File: src/rtl/riscv_ctrl_pkg.sv
// Shared encodings for the multicycle RV32I control path: opcodes, datapath
// select encodings and the controller state enumeration.
// Purely declarative; no logic, no latency, no flow control.
package riscv_ctrl_pkg;

  // RV32I major opcodes handled by the controller
  localparam logic [6:0] OP_R      = 7'b0110011;
  localparam logic [6:0] OP_IMM    = 7'b0010011;
  localparam logic [6:0] OP_LUI    = 7'b0110111;
  localparam logic [6:0] OP_AUIPC  = 7'b0010111;
  localparam logic [6:0] OP_LOAD   = 7'b0000011;
  localparam logic [6:0] OP_STORE  = 7'b0100011;
  localparam logic [6:0] OP_BRANCH = 7'b1100011;
  localparam logic [6:0] OP_JAL    = 7'b1101111;
  localparam logic [6:0] OP_JALR   = 7'b1100111;

  // Immediate generator formats
  localparam logic [2:0] IMM_I = 3'd0;
  localparam logic [2:0] IMM_S = 3'd1;
  localparam logic [2:0] IMM_B = 3'd2;
  localparam logic [2:0] IMM_U = 3'd3;
  localparam logic [2:0] IMM_J = 3'd4;

  // ALU operations
  localparam logic [3:0] ALU_ADD   = 4'd0;
  localparam logic [3:0] ALU_SUB   = 4'd1;
  localparam logic [3:0] ALU_SLL   = 4'd2;
  localparam logic [3:0] ALU_SLT   = 4'd3;
  localparam logic [3:0] ALU_SLTU  = 4'd4;
  localparam logic [3:0] ALU_XOR   = 4'd5;
  localparam logic [3:0] ALU_SRL   = 4'd6;
  localparam logic [3:0] ALU_SRA   = 4'd7;
  localparam logic [3:0] ALU_OR    = 4'd8;
  localparam logic [3:0] ALU_AND   = 4'd9;
  localparam logic [3:0] ALU_PASSB = 4'd10;

  // Register-file writeback source
  localparam logic [1:0] WB_MDR = 2'd0;
  localparam logic [1:0] WB_ALU = 2'd1;
  localparam logic [1:0] WB_PC4 = 2'd2;

  typedef enum logic [2:0] {
    FETCH  = 3'd0,
    DECODE = 3'd1,
    EXEC   = 3'd2,
    MEM    = 3'd3,
    WB     = 3'd4,
    HALT   = 3'd5
  } state_t;

  function automatic logic op_supported(input logic [6:0] op);
    case (op)
      OP_R, OP_IMM, OP_LUI, OP_AUIPC, OP_LOAD,
      OP_STORE, OP_BRANCH, OP_JAL, OP_JALR: op_supported = 1'b1;
      default:                              op_supported = 1'b0;
    endcase
  endfunction

endpackage

File: src/rtl/riscv_alu_decode.sv
// ALU operation decoder: (opcode, funct3, funct7[5]) -> ALUSel.
// Latency: purely combinational.
// Backpressure: none.
// Ports: i_opcode/i_funct3/i_funct7_5 instruction fields in, o_alu_sel out.
module riscv_alu_decode
  import riscv_ctrl_pkg::*;
(
  input  logic [6:0] i_opcode,
  input  logic [2:0] i_funct3,
  input  logic       i_funct7_5,
  output logic [3:0] o_alu_sel
);

  always_comb begin
    o_alu_sel = ALU_ADD;
    if (i_opcode == OP_LUI) begin
      o_alu_sel = ALU_PASSB;
    end else if (i_opcode == OP_R || i_opcode == OP_IMM) begin
      case (i_funct3)
        // I-type bit 30 is part of the immediate, so only R-type can SUB
        3'b000: o_alu_sel = (i_opcode == OP_R && i_funct7_5) ? ALU_SUB : ALU_ADD;
        3'b001: o_alu_sel = ALU_SLL;
        3'b010: o_alu_sel = ALU_SLT;
        3'b011: o_alu_sel = ALU_SLTU;
        3'b100: o_alu_sel = ALU_XOR;
        // SRAI keeps bit 30 as the arithmetic flag, same as SRA
        3'b101: o_alu_sel = i_funct7_5 ? ALU_SRA : ALU_SRL;
        3'b110: o_alu_sel = ALU_OR;
        3'b111: o_alu_sel = ALU_AND;
        default: o_alu_sel = ALU_ADD;
      endcase
    end
  end

endmodule

File: src/rtl/multicycle_control_fsm.sv
// Multicycle RV32I controller: sequences fetch/decode/exec/mem/wb over one
// shared memory port and drives all datapath selects and write enables.
// Latency: ALU 4, load 5, store 4, branch/jump 3 cycles plus memory waits;
// backpressure: stalls in FETCH/MEM until mem_ready.
// Ports: clk/rst_n (sync, active-low); inst from IR; BrEq/BrLt comparator;
// mem_req/mem_ready handshake with AddrSel/MemRW; IRWEn/MDRWEn/PCWEn/RegWEn
// enables; PCSel/ImmSel/ALUSel/ASel/BSel/BrUn/WBSel selects; illegal flag;
// instret retired count.
module multicycle_control_fsm
  import riscv_ctrl_pkg::*;
#(
  parameter state_t RESET_STATE = FETCH
)
(
  input  logic        clk,
  input  logic        rst_n,
  input  logic [31:0] inst,
  input  logic        BrEq,
  input  logic        BrLt,
  input  logic        mem_ready,
  output logic        mem_req,
  output logic        AddrSel,
  output logic        MemRW,
  output logic        IRWEn,
  output logic        MDRWEn,
  output logic        PCWEn,
  output logic        PCSel,
  output logic        RegWEn,
  output logic        BrUn,
  output logic        ASel,
  output logic        BSel,
  output logic [2:0]  ImmSel,
  output logic [3:0]  ALUSel,
  output logic [1:0]  WBSel,
  output logic        illegal,
  output logic [31:0] instret
);

  state_t      r_state;
  state_t      w_next;
  logic        r_illegal;
  logic [31:0] r_instret;
  logic        w_set_illegal;

  logic [6:0]  w_opcode;
  logic [2:0]  w_funct3;
  logic        w_funct7_5;
  logic        w_unused_inst;

  assign w_opcode      = inst[6:0];
  assign w_funct3      = inst[14:12];
  assign w_funct7_5    = inst[30];
  // register indices and immediates are consumed by the datapath, not here
  assign w_unused_inst = ^{inst[31], inst[29:15], inst[11:7]};

  logic w_is_r, w_is_load, w_is_store, w_is_branch;
  logic w_is_jal, w_is_jalr, w_is_lui, w_is_auipc;

  assign w_is_r      = (w_opcode == OP_R);
  assign w_is_load   = (w_opcode == OP_LOAD);
  assign w_is_store  = (w_opcode == OP_STORE);
  assign w_is_branch = (w_opcode == OP_BRANCH);
  assign w_is_jal    = (w_opcode == OP_JAL);
  assign w_is_jalr   = (w_opcode == OP_JALR);
  assign w_is_lui    = (w_opcode == OP_LUI);
  assign w_is_auipc  = (w_opcode == OP_AUIPC);

  logic [3:0] w_alu_sel;

  riscv_alu_decode u_alu_decode (
    .i_opcode   (w_opcode),
    .i_funct3   (w_funct3),
    .i_funct7_5 (w_funct7_5),
    .o_alu_sel  (w_alu_sel)
  );

  // Datapath operand selects; held constant across EXEC, MEM and WB so the
  // ALU result (address or value) stays valid until it is consumed.
  logic       w_asel;
  logic       w_bsel;
  logic [2:0] w_imm_sel;

  assign w_asel = w_is_auipc | w_is_branch | w_is_jal;
  assign w_bsel = ~w_is_r;

  always_comb begin
    w_imm_sel = IMM_I;
    if (w_is_store)                    w_imm_sel = IMM_S;
    else if (w_is_branch)              w_imm_sel = IMM_B;
    else if (w_is_lui || w_is_auipc)   w_imm_sel = IMM_U;
    else if (w_is_jal)                 w_imm_sel = IMM_J;
  end

  logic w_br_taken;

  always_comb begin
    case (w_funct3)
      3'b000:  w_br_taken =  BrEq;  // BEQ
      3'b001:  w_br_taken = ~BrEq;  // BNE
      3'b100:  w_br_taken =  BrLt;  // BLT
      3'b101:  w_br_taken = ~BrLt;  // BGE
      3'b110:  w_br_taken =  BrLt;  // BLTU
      3'b111:  w_br_taken = ~BrLt;  // BGEU
      default: w_br_taken = 1'b0;
    endcase
  end

  always_comb begin
    w_next        = r_state;
    w_set_illegal = 1'b0;
    mem_req       = 1'b0;
    AddrSel       = 1'b0;
    MemRW         = 1'b0;
    IRWEn         = 1'b0;
    MDRWEn        = 1'b0;
    PCWEn         = 1'b0;
    PCSel         = 1'b0;
    RegWEn        = 1'b0;
    BrUn          = 1'b0;
    ASel          = 1'b0;
    BSel          = 1'b0;
    ImmSel        = IMM_I;
    ALUSel        = ALU_ADD;
    WBSel         = WB_ALU;

    case (r_state)
      FETCH: begin
        mem_req = 1'b1;
        if (mem_ready) begin
          IRWEn  = 1'b1;
          w_next = DECODE;
        end
      end

      DECODE: begin
        if (!op_supported(w_opcode)) begin
          w_set_illegal = 1'b1;
          w_next        = HALT;
        end else begin
          w_next = EXEC;
        end
      end

      EXEC: begin
        ASel   = w_asel;
        BSel   = w_bsel;
        ImmSel = w_imm_sel;
        ALUSel = w_alu_sel;
        if (w_is_load || w_is_store) begin
          w_next = MEM;
        end else if (w_is_branch) begin
          BrUn   = w_funct3[1];
          PCWEn  = 1'b1;
          PCSel  = w_br_taken;
          w_next = FETCH;
        end else if (w_is_jal || w_is_jalr) begin
          RegWEn = 1'b1;
          WBSel  = WB_PC4;
          PCWEn  = 1'b1;
          PCSel  = 1'b1;
          w_next = FETCH;
        end else begin
          w_next = WB;
        end
      end

      MEM: begin
        ASel    = w_asel;
        BSel    = w_bsel;
        ImmSel  = w_imm_sel;
        ALUSel  = w_alu_sel;
        mem_req = 1'b1;
        AddrSel = 1'b1;
        MemRW   = w_is_store;
        if (mem_ready) begin
          if (w_is_store) begin
            PCWEn  = 1'b1;
            w_next = FETCH;
          end else begin
            MDRWEn = 1'b1;
            w_next = WB;
          end
        end
      end

      WB: begin
        ASel   = w_asel;
        BSel   = w_bsel;
        ImmSel = w_imm_sel;
        ALUSel = w_alu_sel;
        RegWEn = 1'b1;
        WBSel  = w_is_load ? WB_MDR : WB_ALU;
        PCWEn  = 1'b1;
        w_next = FETCH;
      end

      HALT: w_next = HALT;

      default: w_next = RESET_STATE;
    endcase

    // While reset is held nothing may be written and no access started,
    // whatever state the register currently holds.
    if (!rst_n) begin
      mem_req       = 1'b0;
      MemRW         = 1'b0;
      IRWEn         = 1'b0;
      MDRWEn        = 1'b0;
      PCWEn         = 1'b0;
      PCSel         = 1'b0;
      RegWEn        = 1'b0;
      w_set_illegal = 1'b0;
    end
  end

  always_ff @(posedge clk) begin
    if (!rst_n) begin
      r_state   <= RESET_STATE;
      r_illegal <= 1'b0;
      r_instret <= 32'd0;
    end else begin
      r_state <= w_next;
      if (w_set_illegal) r_illegal <= 1'b1;
      if (PCWEn)         r_instret <= r_instret + 32'd1;
    end
  end

  assign illegal = r_illegal;
  assign instret = r_instret;

endmodule
File: config.mk
export PLATFORM = sky130hd
export DESIGN_NAME = multicycle_control_fsm
export DESIGN_NICKNAME = d
export VERILOG_FILES = /design/src/rtl/riscv_ctrl_pkg.sv /design/src/rtl/riscv_alu_decode.sv /design/src/rtl/multicycle_control_fsm.sv
export SDC_FILE = /design/constraint.sdc
export NUM_CORES = 1
export LEC_CHECK = 0
export BUFFER_PORTS_ARGS = -buffer_cell sky130_fd_sc_hd__buf_4
export CAP_MARGIN = 20
export CORE_ASPECT_RATIO = 0.9
export CORE_MARGIN = 2
export CORE_UTILIZATION = 40
export DETAILED_ROUTE_END_ITERATION = 6
export GPL_ROUTABILITY_DRIVEN = 1
export GPL_TIMING_DRIVEN = 1
export HOLD_SLACK_MARGIN = 0.06
export PLACE_DENSITY = 0.66
export SLEW_MARGIN = 20
export SYNTH_ARGS = -nofsm -noshare
export SYNTH_HDL_FRONTEND = slang
export SYNTH_SLANG_ARGS = --single-unit
File: constraint.sdc
create_clock -name clk -period 6.3 [get_ports clk]
set_clock_uncertainty 0.15 [all_clocks]
set_input_delay 0.63 -clock clk [delete_from_list [all_inputs] [get_ports clk]]
set_output_delay 0.63 -clock clk [all_outputs]
set_load 0.005 [all_outputs]
==> run summary <==
In this design, the critical path's most frequently occurring cell is sky130_fd_sc_hd__nand2_1. The final layout contains 403 nets. The worst path in the final design needs a cycle of 3.242 ns, including I/O delays and setup.

The first routing iteration left 124 violations. Counting flops with a built-in enable in the synthesized netlist gives 0. The final global-route overflow total came out at 0.

In this run the remaining antenna-violating nets after routing total 0. TritonCTS built the clock tree. The synthesized net count was 343; the highest cell delay on the worst timing path was 0.55 ns. Kind of critical path: reg -> out. The placed instances occupy a cell area of 2849 sq um. The detailed-route wire length was 6392 um; the total power was 463.4 uW. In the routed layout, each cell is associated on average with a via count of 5.752. After detailed routing, the number of remaining DRC violations is 0. Startpoint type of the worst setup path: a flop. The share of synthesized cell area in full adder, half adder and majority cells works out to 0.005385.

The register-to-register path setup slack was 3.66 ns. The run gives 2,244 as the via count of the first global-routing pass. In this run the count of I/O pins placed on the die edge is 90. For this run, the leading register cell type out of synthesis is sky130_fd_sc_hd__dfxtp_1. The routed layout has 2,508 vias. In this run, placement finished with an instance count of 428.

The number of placement rows is 26. The tools report the critical path capture point type as an output port. The vertical die dimension was 76.31 um. Traced cell by cell, the critical path runs through or3b_1, nand2_1, nand2_1, a211o_1, a211oi_1, buf_4. The highest ir drop seen on vdd came out at 0.1206 mV. Among all stages on the critical path, the largest delay is contributed by sky130_fd_sc_hd__or3b_1.

The top-area cell type share of the netlist area came out at 0.3102. For this run, the number of standard cells in the final layout without fillers is 436. The critical path starts at r_state[2]. The proportion of synthesized flip-flops having asynchronous set or reset came out at 0. The mean instance size in the synthesized netlist works out to 7.618 sq um. The synthesized design spends more area on one cell type than any other, namely sky130_fd_sc_hd__dfxtp_1. Buffers inserted during clock tree synthesis total 5. The finished cells cover 2939 sq um.

The tools report the routability congestion estimate from global placement as 0.8511. In this run the tool buffered the top-level ports with 68 buffer cells. The worst hold path begins at illegal.

The tools report the overall routing resource usage as 0.2001. Number of antenna violations at the first check in global routing: 0. During synthesis, Yosys emitted a total of 0 warnings. The logs give 308.5 MHz for the peak clock frequency supported by timing and 5.52 ns for the required time of the critical path.

The number of buffers added to fix hold violations after cts was 0; the number of setup violations in the final report was 0. The worst register-to-register path ends at instret[30]. The fraction of final layout cells with drive strength greater than 1 was 0.2404. Setup repair after global routing left no endpoint under its margin. Dividing the detail-routed wire length by the instance count gives 14.66 um. The buffer levels on the longest clock path was 2. The post-synthesis mux area share was 0.02262; the number of buffers inserted to repair setup after CTS was 0. The headroom to the max-slew limit came out at 0.3859.

Count of final hold-check violations: 0. In the synthesized netlist, the number of instances is 305. The critical path data arrival time is 2.46 ns.

Counting distinct cell types in the post-synthesis netlist gives 55. Reported leakage power: 1.080 nW. The pre-CTS setup slack was 3.352 ns.

The floorplan step defined a die boundary enclosing 6435 sq um. In this run the cell area of the synthesized design comes to 2323 sq um. XOR/XNOR share of the synthesized area: 0.01885.

The number of gates given a new drive strength after cts is 0. The run gives 0.3093 ns as the final hold slack. The number of antenna cells inserted is 0, and the die outline width is 84.34 um. The run finished with clean final reports. The max-cap violation count is 0. The floorplan step defined a core boundary enclosing 5628 sq um. The class of the most critical hold timing path was reg -> reg.

For the clock latency of the later-clocked register in the worst-skew pair, the log shows 0.29 ns. The tools report the critical register-to-register path startpoint as instret[0]. The share of synthesized cell area in and, or, nand and nor gates was 0.3753; the count of cells along the worst register-to-register path was 6. The logs give 0 for the final count of pins violating max slew and 53 for the pin count of the biggest net entering global routing. The initial cell density of the core is 0.4129. Main combinational cell family by area after synthesis: simple AND/OR/NAND/NOR gates. The capture point of the critical path was ALUSel[0]. For this run, the detailed router's first-pass iteration total came to 4. The root buffer cell is sky130_fd_sc_hd__clkbuf_8. The post-route clock period utilization came out at 0.5145.

Compared with the post-synthesis result, the final layout area differs by 26.49%. Clock-pin slew was measured on the worst setup and hold paths at 0.07 ns. In this run, synthesis produced a sequential element count of 36.

The number of gates on the worst path with buffers counted is 6. The peak fanout along the critical path was 10. The compound-cell area share of the yosys netlist was 0.2138; the clock sink count was 36. Number of buffer and inverter instances along the worst setup path: 1. The cell family contributing the most delay on the critical path was simple AND/OR/NAND/NOR gates. The final-layout setup total negative slack came out at 0 ns. For this design the ratio of total power to cell area is 157.7 nW/um^2. The run gives 0.3102 as the sequential-to-total area share from yosys stat. The first global-routing pass estimated 10,740 um of wire. The post-route core utilization was 0.5222; the worst-margin pin slew was 0.9127 ns.

The HPWL after detailed placement is 4591 um. The tools report the number of levels in the clock H-tree as 2. By area the synthesized netlist is led by sky130_fd_sc_hd__dfxtp_1 31%, sky130_fd_sc_hd__a21oi_1 7.3%, sky130_fd_sc_hd__or3_1 5.4%, sky130_fd_sc_hd__o21ai_0 5.0%, sky130_fd_sc_hd__nand4_1 4.0%. The worst path meets setup with 3.058 ns of slack.
==> kinds of logic after synthesis <==
group	after synthesis
xor+xnor	5
fa+ha+maj	1
simple gates	148
buf+inv	27
flops	36
compound gates	83
mux	5
==> cells in the mapped netlist (all sizes together) (2+ instances only) <==
library cell   n
o21ai         23
a21oi         34
a311oi         2
mux2i          3
nor2b          3
nand3b         3
nand2         24
nor3b          3
xnor2          3
buf            3
and2           6
mux2           2
nor2          18
o31a           2
nand2b         4
dfxtp         36
nand4         16
or3           21
o31ai          6
xor2           2
and3           8
a211oi         3
nor3           5
or2b           2
clkbuf        14
a31oi          3
a21bo          2
nand3         13
nor4           6
and3b          2
or4            5
inv            9
and4           4
==> metal layers <==
metal  track usage  wire, um  up-vias
met2        0.2984      2828       67
met1        0.2884      3125     1170
li1              -         -     1266
met3       0.05850       393        5
met4       0.03968        44        0
met5             0         0        -
==> worst min-delay path, cell delays in order (launching register included) <==
cell and delay [ns]:
sky130_fd_sc_hd__dfxtp_1 0.32, sky130_fd_sc_hd__inv_1 0.05, sky130_fd_sc_hd__a21oi_1 0.05
==> worst min path at each step <==
stage	end	slack, ns	cells after the start
after detailed placement	illegal	0.30	2
after global routing	illegal	0.33	2
after CTS	illegal	0.31	2
after floorplan	illegal	0.29	2
after global placement	illegal	0.29	2
final	illegal	0.31	2
==> layout by cell type (no fill, tap or decap), types with 8 or more instances in the layout <==
| cell type | count |
|---|---|
| sky130_fd_sc_hd__a21oi_1 | 34 |
| sky130_fd_sc_hd__or3_1 | 20 |
| sky130_fd_sc_hd__inv_1 | 9 |
| sky130_fd_sc_hd__buf_4 | 70 |
| sky130_fd_sc_hd__o21ai_0 | 23 |
| sky130_fd_sc_hd__dfxtp_1 | 36 |
| sky130_fd_sc_hd__nand4_1 | 15 |
| sky130_fd_sc_hd__nand3_1 | 13 |
| sky130_fd_sc_hd__and3_1 | 8 |
| sky130_fd_sc_hd__nand2_1 | 24 |
| sky130_fd_sc_hd__nor2_1 | 18 |
==> flip-flops by register name, summed over array words and instances, names as in the netlist <==
signal,cells
instret,32
illegal,1
r_state,3
==> where the power goes <==
| group | switching, mW | total [mW] | internal, mW | leakage, nW |
|---|---|---|---|---|
| combinational | 0.0315 | 0.0553 | 0.0238 | 0.744 |
| sequential | 0.00554 | 0.236 | 0.230 | 0.290 |
| clock | 0.0832 | 0.172 | 0.0892 | 0.0455 |
| total | 0.120 | 0.463 | 0.343 | 1.08 |
==> area by class of cell <==
class	instances	area [sq um]
inverters	10	37.54
fillers	609	2689
clock buffers	8	90.09
well taps	70	87.58
repair buffers	70	525.5
multi-input cells	242	1478
flip-flops and latches	36	720.7
Note: power is estimated with default switching activity, not from simulation.
